File: src/rtl/call_return_ctrl_pkg.sv
// Shared definitions for the next-PC sequencer and its return-address stack.
package call_return_ctrl_pkg;

  localparam int PC_W_DEF  = 12;
  localparam int DEPTH_DEF = 8;
  localparam int DEPTH_W   = 4;

  // Per-cycle control command encoding.
  typedef enum logic [1:0] {
    CMD_SEQ  = 2'b00,
    CMD_JUMP = 2'b01,
    CMD_CALL = 2'b10,
    CMD_RET  = 2'b11
  } cmd_e;

  // Sequencer states, kept as plain constants for legacy tooling.
  localparam logic [1:0] ST_RUN      = 2'd0;
  localparam logic [1:0] ST_RET_WAIT = 2'd1;
  localparam logic [1:0] ST_FAULT    = 2'd2;

  // Sticky fault classification.
  localparam logic [1:0] FC_NONE      = 2'b00;
  localparam logic [1:0] FC_OVERFLOW  = 2'b01;
  localparam logic [1:0] FC_UNDERFLOW = 2'b10;

endpackage

File: src/rtl/call_return_ctrl_if.sv
// Command and return-stack bundle between upstream, sequencer and stack.
interface call_return_ctrl_if
  import call_return_ctrl_pkg::*;
#(
  parameter int PC_W = PC_W_DEF
) ();

  logic               cmd_valid;
  cmd_e               cmd;
  logic [PC_W-1:0]    target;
  logic               cmd_ready;
  logic [PC_W-1:0]    pc;
  logic               push_sig;
  logic [PC_W-1:0]    push_data;
  logic               pop_sig;
  logic               tos_sig;
  logic [PC_W-1:0]    tos_data;
  logic [DEPTH_W-1:0] depth;
  logic               fault;
  logic [1:0]         fault_code;

  // Upstream/stack side: issues commands and returns stack contents.
  modport master (
    output cmd_valid, cmd, target, tos_data,
    input  cmd_ready, pc, push_sig, push_data, pop_sig, tos_sig,
    input  depth, fault, fault_code
  );

  // Sequencer side.
  modport slave (
    input  cmd_valid, cmd, target, tos_data,
    output cmd_ready, pc, push_sig, push_data, pop_sig, tos_sig,
    output depth, fault, fault_code
  );

endinterface

File: src/rtl/ras_depth_counter.sv
// Mirror of return-stack occupancy, saturating at 0 and DEPTH.
module ras_depth_counter
  import call_return_ctrl_pkg::*;
#(
  parameter int DEPTH = DEPTH_DEF
) (
  input  logic               clk,
  input  logic               rst,
  input  logic               inc,
  input  logic               dec,
  output logic [DEPTH_W-1:0] depth,
  output logic               full,
  output logic               empty
);

  localparam logic [DEPTH_W-1:0] DEPTH_MAX = DEPTH_W'(DEPTH);
  localparam logic [DEPTH_W-1:0] DEPTH_ONE = DEPTH_W'(1);

  logic [DEPTH_W-1:0] depth_r;

  // Count pushes and pops; simultaneous inc/dec cancel, limits never pass.
  always_ff @(posedge clk) begin
    if (rst) begin
      depth_r <= '0;
    end else if (inc && !dec && (depth_r != DEPTH_MAX)) begin
      depth_r <= depth_r + DEPTH_ONE;
    end else if (dec && !inc && (depth_r != '0)) begin
      depth_r <= depth_r - DEPTH_ONE;
    end else begin
      depth_r <= depth_r;
    end
  end

  assign depth = depth_r;
  assign full  = (depth_r == DEPTH_MAX);
  assign empty = (depth_r == '0);

endmodule

File: src/rtl/call_return_ctrl.sv
// Next-PC sequencer driving an external return-address stack.
module call_return_ctrl
  import call_return_ctrl_pkg::*;
#(
  parameter int PC_W     = PC_W_DEF,
  parameter int DEPTH    = DEPTH_DEF,
  parameter int RESET_PC = 0
) (
  input  logic               clk,
  input  logic               rst,
  call_return_ctrl_if.slave  bus
);

  localparam logic [PC_W-1:0] PC_ONE   = PC_W'(1);
  localparam logic [PC_W-1:0] PC_RESET = PC_W'(RESET_PC);

  logic [1:0]         state_r, state_nxt_s;
  logic [PC_W-1:0]    pc_r, pc_nxt_s, pc_plus1_s;
  logic               fault_r, fault_nxt_s;
  logic [1:0]         fault_code_r, fault_code_nxt_s;
  logic               push_s, pop_s, tos_s;
  logic               inc_s, dec_s, full_s, empty_s, accept_s;
  logic [DEPTH_W-1:0] depth_s;

  assign pc_plus1_s = pc_r + PC_ONE;
  assign accept_s   = bus.cmd_valid && (state_r == ST_RUN);

  ras_depth_counter #(.DEPTH(DEPTH)) u_depth (
    .clk   (clk),
    .rst   (rst),
    .inc   (inc_s),
    .dec   (dec_s),
    .depth (depth_s),
    .full  (full_s),
    .empty (empty_s)
  );

  // Decode state and accepted command into next PC, strobes and fault.
  always_comb begin
    state_nxt_s      = state_r;
    pc_nxt_s         = pc_r;
    fault_nxt_s      = fault_r;
    fault_code_nxt_s = fault_code_r;
    push_s           = 1'b0;
    pop_s            = 1'b0;
    tos_s            = 1'b0;
    inc_s            = 1'b0;
    dec_s            = 1'b0;
    case (state_r)
      ST_RUN: begin
        if (accept_s) begin
          case (bus.cmd)
            CMD_SEQ:  pc_nxt_s = pc_plus1_s;
            CMD_JUMP: pc_nxt_s = bus.target;
            CMD_CALL: begin
              if (!full_s) begin
                push_s   = 1'b1;
                inc_s    = 1'b1;
                pc_nxt_s = bus.target;
              end else begin
                fault_nxt_s      = 1'b1;
                fault_code_nxt_s = FC_OVERFLOW;
                state_nxt_s      = ST_FAULT;
              end
            end
            CMD_RET: begin
              if (!empty_s) begin
                tos_s       = 1'b1;
                state_nxt_s = ST_RET_WAIT;
              end else begin
                fault_nxt_s      = 1'b1;
                fault_code_nxt_s = FC_UNDERFLOW;
                state_nxt_s      = ST_FAULT;
              end
            end
            default: pc_nxt_s = pc_r;
          endcase
        end else begin
          pc_nxt_s = pc_r;
        end
      end
      ST_RET_WAIT: begin
        // Stack presents the return address this cycle; consume it.
        tos_s       = 1'b1;
        pop_s       = 1'b1;
        dec_s       = 1'b1;
        pc_nxt_s    = bus.tos_data;
        state_nxt_s = ST_RUN;
      end
      ST_FAULT: begin
        state_nxt_s = ST_FAULT;
      end
      default: begin
        // Unreachable encoding: park safely rather than run on.
        fault_nxt_s = 1'b1;
        state_nxt_s = ST_FAULT;
      end
    endcase
  end

  // Register architectural state; reset wins over any pending return.
  always_ff @(posedge clk) begin
    if (rst) begin
      state_r      <= ST_RUN;
      pc_r         <= PC_RESET;
      fault_r      <= 1'b0;
      fault_code_r <= FC_NONE;
    end else begin
      state_r      <= state_nxt_s;
      pc_r         <= pc_nxt_s;
      fault_r      <= fault_nxt_s;
      fault_code_r <= fault_code_nxt_s;
    end
  end

  assign bus.cmd_ready  = (state_r == ST_RUN);
  assign bus.pc         = pc_r;
  assign bus.push_sig   = push_s;
  assign bus.push_data  = push_s ? pc_plus1_s : '0;
  assign bus.pop_sig    = pop_s;
  assign bus.tos_sig    = tos_s;
  assign bus.depth      = depth_s;
  assign bus.fault      = fault_r;
  assign bus.fault_code = fault_code_r;

endmodule
File: src/flat_wrapper.sv
// flat-port wrapper written by rule: the top's interface ports become plain ports
module call_return_ctrl_flat import call_return_ctrl_pkg::*;
#(
  parameter int PC_W     = PC_W_DEF,
  parameter int DEPTH    = DEPTH_DEF,
  parameter int RESET_PC = 0
)
  (clk, rst, bus_cmd_valid, bus_cmd, bus_target, bus_tos_data, bus_cmd_ready, bus_pc, bus_push_sig, bus_push_data, bus_pop_sig, bus_tos_sig, bus_depth, bus_fault, bus_fault_code);
  call_return_ctrl_if #(.PC_W(PC_W)) bus_i ();
  input  logic clk;
  input  logic rst;
  input wire logic [$bits(bus_i.cmd_valid)-1:0] bus_cmd_valid;
  input wire logic [$bits(bus_i.cmd)-1:0] bus_cmd;
  input wire logic [$bits(bus_i.target)-1:0] bus_target;
  input wire logic [$bits(bus_i.tos_data)-1:0] bus_tos_data;
  output wire logic [$bits(bus_i.cmd_ready)-1:0] bus_cmd_ready;
  output wire logic [$bits(bus_i.pc)-1:0] bus_pc;
  output wire logic [$bits(bus_i.push_sig)-1:0] bus_push_sig;
  output wire logic [$bits(bus_i.push_data)-1:0] bus_push_data;
  output wire logic [$bits(bus_i.pop_sig)-1:0] bus_pop_sig;
  output wire logic [$bits(bus_i.tos_sig)-1:0] bus_tos_sig;
  output wire logic [$bits(bus_i.depth)-1:0] bus_depth;
  output wire logic [$bits(bus_i.fault)-1:0] bus_fault;
  output wire logic [$bits(bus_i.fault_code)-1:0] bus_fault_code;
  assign bus_i.cmd_valid = bus_cmd_valid;
  assign bus_i.cmd = bus_cmd;
  assign bus_i.target = bus_target;
  assign bus_i.tos_data = bus_tos_data;
  assign bus_cmd_ready = bus_i.cmd_ready;
  assign bus_pc = bus_i.pc;
  assign bus_push_sig = bus_i.push_sig;
  assign bus_push_data = bus_i.push_data;
  assign bus_pop_sig = bus_i.pop_sig;
  assign bus_tos_sig = bus_i.tos_sig;
  assign bus_depth = bus_i.depth;
  assign bus_fault = bus_i.fault;
  assign bus_fault_code = bus_i.fault_code;
  call_return_ctrl #(.PC_W(PC_W), .DEPTH(DEPTH), .RESET_PC(RESET_PC)) u_core (.clk(clk), .rst(rst), .bus(bus_i));
endmodule
File: config.mk
export PLATFORM = sky130hd
export DESIGN_NAME = call_return_ctrl_flat
export DESIGN_NICKNAME = d
export VERILOG_FILES = /design/src/rtl/call_return_ctrl_pkg.sv /design/src/rtl/call_return_ctrl_if.sv /design/src/rtl/ras_depth_counter.sv /design/src/rtl/call_return_ctrl.sv /design/src/flat_wrapper.sv
export SDC_FILE = /design/constraint.sdc
export NUM_CORES = 1
export LEC_CHECK = 0
export CAP_MARGIN = 20
export CORE_ASPECT_RATIO = 0.5
export CORE_MARGIN = 2
export CORE_UTILIZATION = 30
export CTS_CLUSTER_DIAMETER = 40
export DETAILED_ROUTE_END_ITERATION = 10
export PLACE_DENSITY = 0.68
export SYNTH_ARGS = -nofsm -noshare
export SYNTH_HDL_FRONTEND = slang
export SYNTH_SLANG_ARGS = --single-unit
File: constraint.sdc
create_clock -name clk -period 7.8 [get_ports clk]
set_input_delay 1.56 -clock clk [delete_from_list [all_inputs] [get_ports clk]]
set_output_delay 1.56 -clock clk [all_outputs]
set_load 0.005 [all_outputs]
Yosys cells after proc, flatten, opt, wreduce, memory -nomap -nowiden
Index checks and enable logic that the tools add are counted.
{"block": "word_totals", "ff_bits": 21, "output_inout_bits": 35}
{"block": "classes", "eq_ne": 15, "add_sub_neg": 3, "reduce_logical": 19, "mux": 29, "n_bitwise": 1}
{"op": "$mux 12", "count": 3}
{"op": "$pmux 12 s3", "count": 1}
{"op": "$pmux 12 s2", "count": 1}
{"op": "$add 12x1->12 const B", "count": 1}
{"op": "$pmux 2 s2", "count": 3}
{"op": "$mux 1", "count": 11}
{"op": "$mux 2", "count": 5}
{"op": "$reduce_and 5->1", "count": 2}
{"op": "$mux 4", "count": 2}
{"op": "$eq 2x2->1 const B", "count": 3}
{"op": "$ne 2x1->1 const B", "count": 3}
{"op": "$ne 3x2->1 const B", "count": 2}
{"op": "$pmux 1 s2", "count": 3}
{"op": "$reduce_bool 2->1", "count": 3}
{"op": "$logic_and 1x1->1", "count": 5}
{"op": "$add 4x1->4 const B", "count": 1}
{"op": "$eq 2x1->1 const B", "count": 2}
{"op": "$eq 4x4->1 const B", "count": 1}
{"op": "$logic_not 2->1", "count": 2}
{"op": "$logic_not 4->1", "count": 1}
{"op": "$ne 4x1->1 const B", "count": 1}
{"op": "$ne 4x4->1 const B", "count": 1}
{"op": "$reduce_and 4->1", "count": 1}
{"op": "$reduce_bool 4->1", "count": 1}
{"op": "other kinds (7)", "count": 8}

Longest topological paths before layout
Gate-level depths: netlist of run 1.
{"block": "depth", "word_depth": 10, "mapped_depth": 10, "ltp_nobuf": 9}

By module
From an unflattened synthesis of run 1, not the netlist that was laid out.
{"block": "unflattened", "cells_unflattened": 209, "area_unflattened_um2": 1670.4}
{"mod": "call_return_ctrl", "seq_area_each_um2": 340.3, "cells_per_inst": 179, "n_inst": 1, "area_each_um2": 1383.8}
{"mod": "ras_depth_counter", "seq_area_each_um2": 80.1, "cells_per_inst": 30, "n_inst": 1, "area_each_um2": 286.5}

Worst setup path before layout of run 1
OpenSTA, ideal clock, no wires.
{"block": "synth_timing", "path_kind": "input-to-output", "from": "input port bus_cmd[0]", "to": "output port bus_push_data[11]", "setup_slack_ns": 3.712, "arrival_ns": 2.528, "t_required_ns": 6.240, "path_stages": 6, "n_path_buf": 1, "path_cell_list": "inv_1 > ha_1 > nand3_2 > a21o_1 > buf_2 > nor2_1"}
{"block": "synth_via", "elab_chain_cells": 5}
{"item": "start: declaration", "line": "flat_wrapper.sv:13", "source": "input wire logic [$bits(bus_i.cmd)-1:0] bus_cmd;"}
{"item": "$eq 2x2->1", "line": "call_return_ctrl.sv:52", "source": "case (bus.cmd)"}
{"item": "$mux 1", "line": "call_return_ctrl.sv:52"}
{"item": "$mux 1", "line": "call_return_ctrl.sv:51", "source": "if (accept_s) begin"}
{"item": "$mux 1", "line": "call_return_ctrl.sv:49", "source": "case (state_r)"}
{"item": "$mux 12", "line": "call_return_ctrl.sv:119", "source": "assign bus.push_data = push_s ? pc_plus1_s : '0;"}
{"item": "end: declaration", "line": "flat_wrapper.sv:19", "source": "output wire logic [$bits(bus_i.push_data)-1:0] bus_push_data;"}
Every way passes these cells.

Worst setup path after layout of run 1
{"block": "layout_timing", "from": "input port bus_cmd[0]", "to": "output port bus_push_data[10]"}
The elaborated chain is that of the path after synthesis.

==> flow_summary.ini, run 1 <==
[clock_tree]
hold_buffers = 0
cts_buffer_depth = 2
clkLatencyLatePin_ns = 0.25
clock_sinks = 21
cts-root-buf = clkbuf_16
htreeDepth = 1
path_clk_slew_ns = 0.06
cts-resized-gates = 0
cts_tree = yes
cts_buffers = 3
postCtsSetupBuffers = 0

[outcome]
status = finished, final reports clean

[logic_synthesis]
synth-compound-area-share = 0.346
synth_cells = 213
synth_simple_gate_area_share = 0.210
yosys_most_used_dff = dfxtp_1
synth_commonest_cells = 21 x a21oi_1, 21 x dfxtp_1, 15 x nor2_1
yosys_warnings = 0
synth.distinct_cells = 57
syn_area_mm2 = 0.00172
avgSynthCellArea_um2 = 8.05
syn-num-nets = 252
synth_area_leader_cell = dfxtp_1
synth_top_family_by_area = compound AO/OA/AOI/OAI gates
ys_async_sr_fraction = 0
synthMuxAreaShare = 0
synth_top_area_share = 0.245
yosys-top-cells-area = dfxtp_1 25%, ha_1 6.6%, a21oi_1 6.1%
synth_adder_area_share = 0.0773
synth_seq_area_share = 0.245
synthXorXnorAreaFrac = 0.0460
synth_edf_count = 0
synth-seq-cells = 21

[floorplan]
fp.coreArea_mm2 = 0.00549
die_h_um = 57.5
ios = 64
start_util = 0.312
rows = 19
die-area_mm2 = 0.00638
die_w_um = 111

[route]
firstDrtPassIters = 4
ant_nets = 0
routed_wl_um = 5030
drc_errors = 0
vias_per_cell = 5.48
wl_per_cell_um = 14.8
drt_iter0_markers = 82
vias = 1862

[sta]
tightest_slew_ns = 0.775
fin_crit_sh = 0.681
setup_slack_ns = 2.49
fmax_ghz = 0.188
setup_tns_ns = 0
finalHoldViolations = 0
rsz0062_at_grt = false
finalSetupViolCount = 0
whs_ns = 0.442
slew_headroom = 0.481
report.final.slew_viol_count = 0
fin_skew_ns = 0.00204
fin_crit_ns = 5.31

[pwr]
p_leak_nw = 0.891
power_mw = 0.739
ir_drop_v = 0.000125
power_per_cell_area_mw_per_mm2 = 302

[finish]
area_growth_pct = 42.7
fin_util = 0.446
design_area_mm2 = 0.00245
insertedDiodeCount = 0
finalNetCount = 307
drive_gt1_frac = 0.0637
instances_no_fill = 340

[setup_path]
crit_required_ns = 6.24
path_cells = clkdlybuf4s50_1 > inv_1 > ha_1 > nand3_2 > a21o_1 > inv_1 > o21a_1 > clkdlybuf4s50_1
cp_num_buf_inv = 4
max_stage_delay_ns = 0.50
end_kind = output pin
worst-setup-path-type = in -> out
critPathTopFamily = buffers and inverters
startpoint_type = input port
arrival_ns = 3.75
cp_slowest_cell = clkdlybuf4s50_1
crit_fanout = 12

[global_route]
grt_util_all_layers = 0.153
grt_max_degree = 22
grt_pass1_vias = 1700
grt_pass1_wl_um = 7990
antenna_found_initial = 0
grt_overflow = 0

[placed_design]
dpl_cell_area_mm2 = 0.00237
portBuffers = 63
dp_cells = 336
place_ws_ns = 2.49
gp_congestion = 0.868
dp_hpwl_um = 3730

[run]
maxCapViolCount = 0

[hold_path]
hold_path.class = reg -> reg
==> layout by cell type (no fill, tap or decap), types with 2 or more instances in the layout <==
cell	n
a211o_1	2
a211oi_1	4
a21o_1	3
a21oi_1	21
a221oi_1	4
a22o_1	2
a41o_1	3
and2_1	2
and3_1	5
clkbuf_16	3
clkdlybuf4s50_1	63
dfxtp_1	21
ha_1	9
inv_1	14
nand2_1	12
nand2b_1	3
nand3_1	5
nand3_2	2
nand4_1	7
nor2_1	15
nor2b_1	4
nor3_1	2
o2111ai_1	2
o211ai_1	6
o21ai_0	12
o32ai_1	2
or4_1	2
xor2_1	8
==> tightest hold or removal path, cell delays in order (launching register included) <==
cell and delay [ns]:
dfxtp_1 0.30, inv_1 0.04, a21oi_1 0.05
==> path summary, 6_finish.rpt <==
path                           from                 endpoint  slack (ns)  cells past startpoint
hold reg to reg    u_core.bus.fault         u_core.bus.fault        0.44                      2
hold / removal     u_core.bus.fault         u_core.bus.fault        0.44                      2
setup reg to reg  u_core.state_r[0]  u_core.u_depth.depth[3]        5.19                      9
setup / recovery         bus_cmd[0]        bus_push_data[10]        2.49                      8
==> flip-flops by register name (all words and copies together) (netlist names) <==
| name | cells |
|---|---|
| u_core.bus.pc | 12 |
| u_core.u_depth.depth | 4 |
| u_core.bus.fault_code | 2 |
| u_core.state_r | 2 |
| u_core.bus.fault | 1 |
==> report_power, final <==
part	total, mW	switching (mW)	internal (mW)	leakage [nW]
clock network	0.110	0.0406	0.0697	0.0382
logic	0.423	0.214	0.209	0.681
registers	0.206	0.0592	0.147	0.172
==> logic make-up after synthesis <==
family,after synthesis
compound gates,79
buf+inv,28
simple gates,66
flops,21
xor+xnor,9
fa+ha+maj,10
==> per-layer routing <==
metal / vias to the layer above / track usage / part of all wire
met5: - / 0 / 0
met4: 0 / 0.0357 / 0.0095
met3: 4 / 0.0351 / 0.047
met2: 39 / 0.261 / 0.48
met1: 904 / 0.200 / 0.46
li1: 915 / - / -
==> cell type report <==
cell class                      instances  area, um^2
Fill cell                             540        3040
Sequential cell                        21         420
Tap cell                               73        91.3
Timing Repair Buffer                   64         638
Multi-Input combinational cell        164        1170
Clock buffer                            4        78.8
Inverter                               14        52.6
No activity file was read; power rests on OpenSTA's default activity.
==> run 2: changes to the inputs <==
==> constraint.sdc (replaced) <==
create_clock -name clk -period 5.3 [get_ports clk]
set_input_delay 1.06 -clock clk [delete_from_list [all_inputs] [get_ports clk]]
set_output_delay 1.06 -clock clk [all_outputs]
set_load 0.005 [all_outputs]
==> flow_summary.ini, run 2 (synthesized netlist as in run 1, its figures left out) <==
[outcome]
status = finished, final reports clean

[sta]
report.final.slew_viol_count = 0
fin_crit_ns = 4.30
fmax_ghz = 0.233
finalSetupViolCount = 0
tightest_slew_ns = 0.823
fin_crit_sh = 0.811
fin_skew_ns = 0.00288
setup_tns_ns = 0
setup_slack_ns = 1.00
rsz0062_at_grt = false
finalHoldViolations = 0
slew_headroom = 0.448

[clock_tree]
cts-root-buf = clkbuf_16
clock_sinks = 21
htreeDepth = 1
postCtsSetupBuffers = 0
cts-resized-gates = 0
hold_buffers = 0
cts_tree = yes
path_clk_slew_ns = 0.06
cts_buffers = 3
cts_buffer_depth = 2
clkLatencyLatePin_ns = 0.26

[placed_design]
gp_congestion = 0.868
place_ws_ns = 0.996
dp_hpwl_um = 3760
portBuffers = 63

[finish]
largest_reg_flops = 12
multi_input_area_mm2 = 0.00117
fillCellCount = 549
drive_gt1_frac = 0.0637
area_growth_pct = 42.7
finalNetCount = 307
most-common-layout-cells = 63 x clkdlybuf4s50_1, 21 x a21oi_1, 21 x dfxtp_1
final_common_cell = clkdlybuf4s50_1
insertedDiodeCount = 0
register_area_um2 = 420

[floorplan]
die_h_um = 57.5
rows = 19
ios = 64
die_w_um = 111
fp.coreArea_mm2 = 0.00549
start_util = 0.312
die-area_mm2 = 0.00638

[route]
drc_errors = 0
ant_nets = 0
wl_per_cell_um = 15.0
drt_iter0_markers = 64
routed_wl_um = 5100
firstDrtPassIters = 4
vias_per_cell = 5.49
vias = 1868

[run]
maxCapViolCount = 0

[setup_path]
max_stage_delay_ns = 0.50
crit_required_ns = 4.24
crit_fanout = 12
cp_slowest_cell = clkdlybuf4s50_1
startpoint_type = input port
worst-setup-path-type = in -> out
path_cells = clkdlybuf4s50_1 > inv_1 > ha_1 > nand3_2 > a21o_1 > inv_1 > o21a_1 > clkdlybuf4s50_1
arrival_ns = 3.24
end_kind = output pin
ff2ff_path_depth = 9

[pwr]
power_per_cell_area_mw_per_mm2 = 448
ir_drop_v = 0.000147
p_leak_nw = 0.891

[global_route]
antenna_found_initial = 0
grt_util_all_layers = 0.158
grt_pass1_vias = 1759
grt_max_degree = 22
grt_overflow = 0
grt_pass1_wl_um = 8310

[hold_path]
min_delay_path_depth = 2
hold_path.class = reg -> reg
==> run 2: final cells by class <==
type                       count  area share
clock buffer                   4      0.0322
inverter                      14      0.0215
multi-input combinational    164       0.476
sequential                    21       0.172
tap                           73      0.0373
timing repair buffer          64       0.261
==> run 2: power breakdown <==
part | switching, mW | internal, mW | leakage [nW] | total, mW
Combinational | 0.320 | 0.307 | 0.681 | 0.627
Clock | 0.0623 | 0.103 | 0.0382 | 0.165
Sequential | 0.0871 | 0.217 | 0.172 | 0.304
Total | 0.469 | 0.626 | 0.891 | 1.10
==> run 2: metal layers <==
| layer | global-route usage | wire, um | up-vias |
|---|---|---|---|
| li1 | - | - | 913 |
| met1 | 0.210 | 2320 | 896 |
| met2 | 0.266 | 2400 | 51 |
| met3 | 0.0340 | 291 | 8 |
| met4 | 0.0411 | 79 | 0 |
| met5 | 0 | 0 | - |
==> run 2: path summary, 6_finish.rpt <==
check,start,endpoint,slack (ns)
worst min-delay path,u_core.bus.fault,u_core.bus.fault,0.44
worst max-delay path,bus_cmd[0],bus_push_data[10],1.00
worst min register to register,u_core.bus.fault,u_core.bus.fault,0.44
worst max register to register,u_core.state_r[0],u_core.u_depth.depth[3],2.67
==> run 2: through the flow <==
| stage | area [um^2] | power (mW) | hold WS [ns] | util | instances |
|---|---|---|---|---|---|
| after global placement | 2370 | 0.910 | 0.433 | 0.431 | 336 |
| after floorplan | 1720 | 0.697 | 0.436 | - | 213 |
| after global routing | 2450 | 1.17 | 0.482 | 0.446 | 340 |
| after CTS | 2450 | 1.09 | 0.446 | 0.446 | 340 |
| final | 2450 | 1.10 | 0.443 | 0.446 | 340 |
| after detailed placement | 2370 | 0.925 | 0.437 | 0.431 | 336 |
==> run 2: worst max-delay path: cells and delay by family <==
family	cells	cell delay, ns
simple gates	1	0.21
fa+ha+maj	1	0.30
compound gates	2	0.50
buf+inv	4	1.16
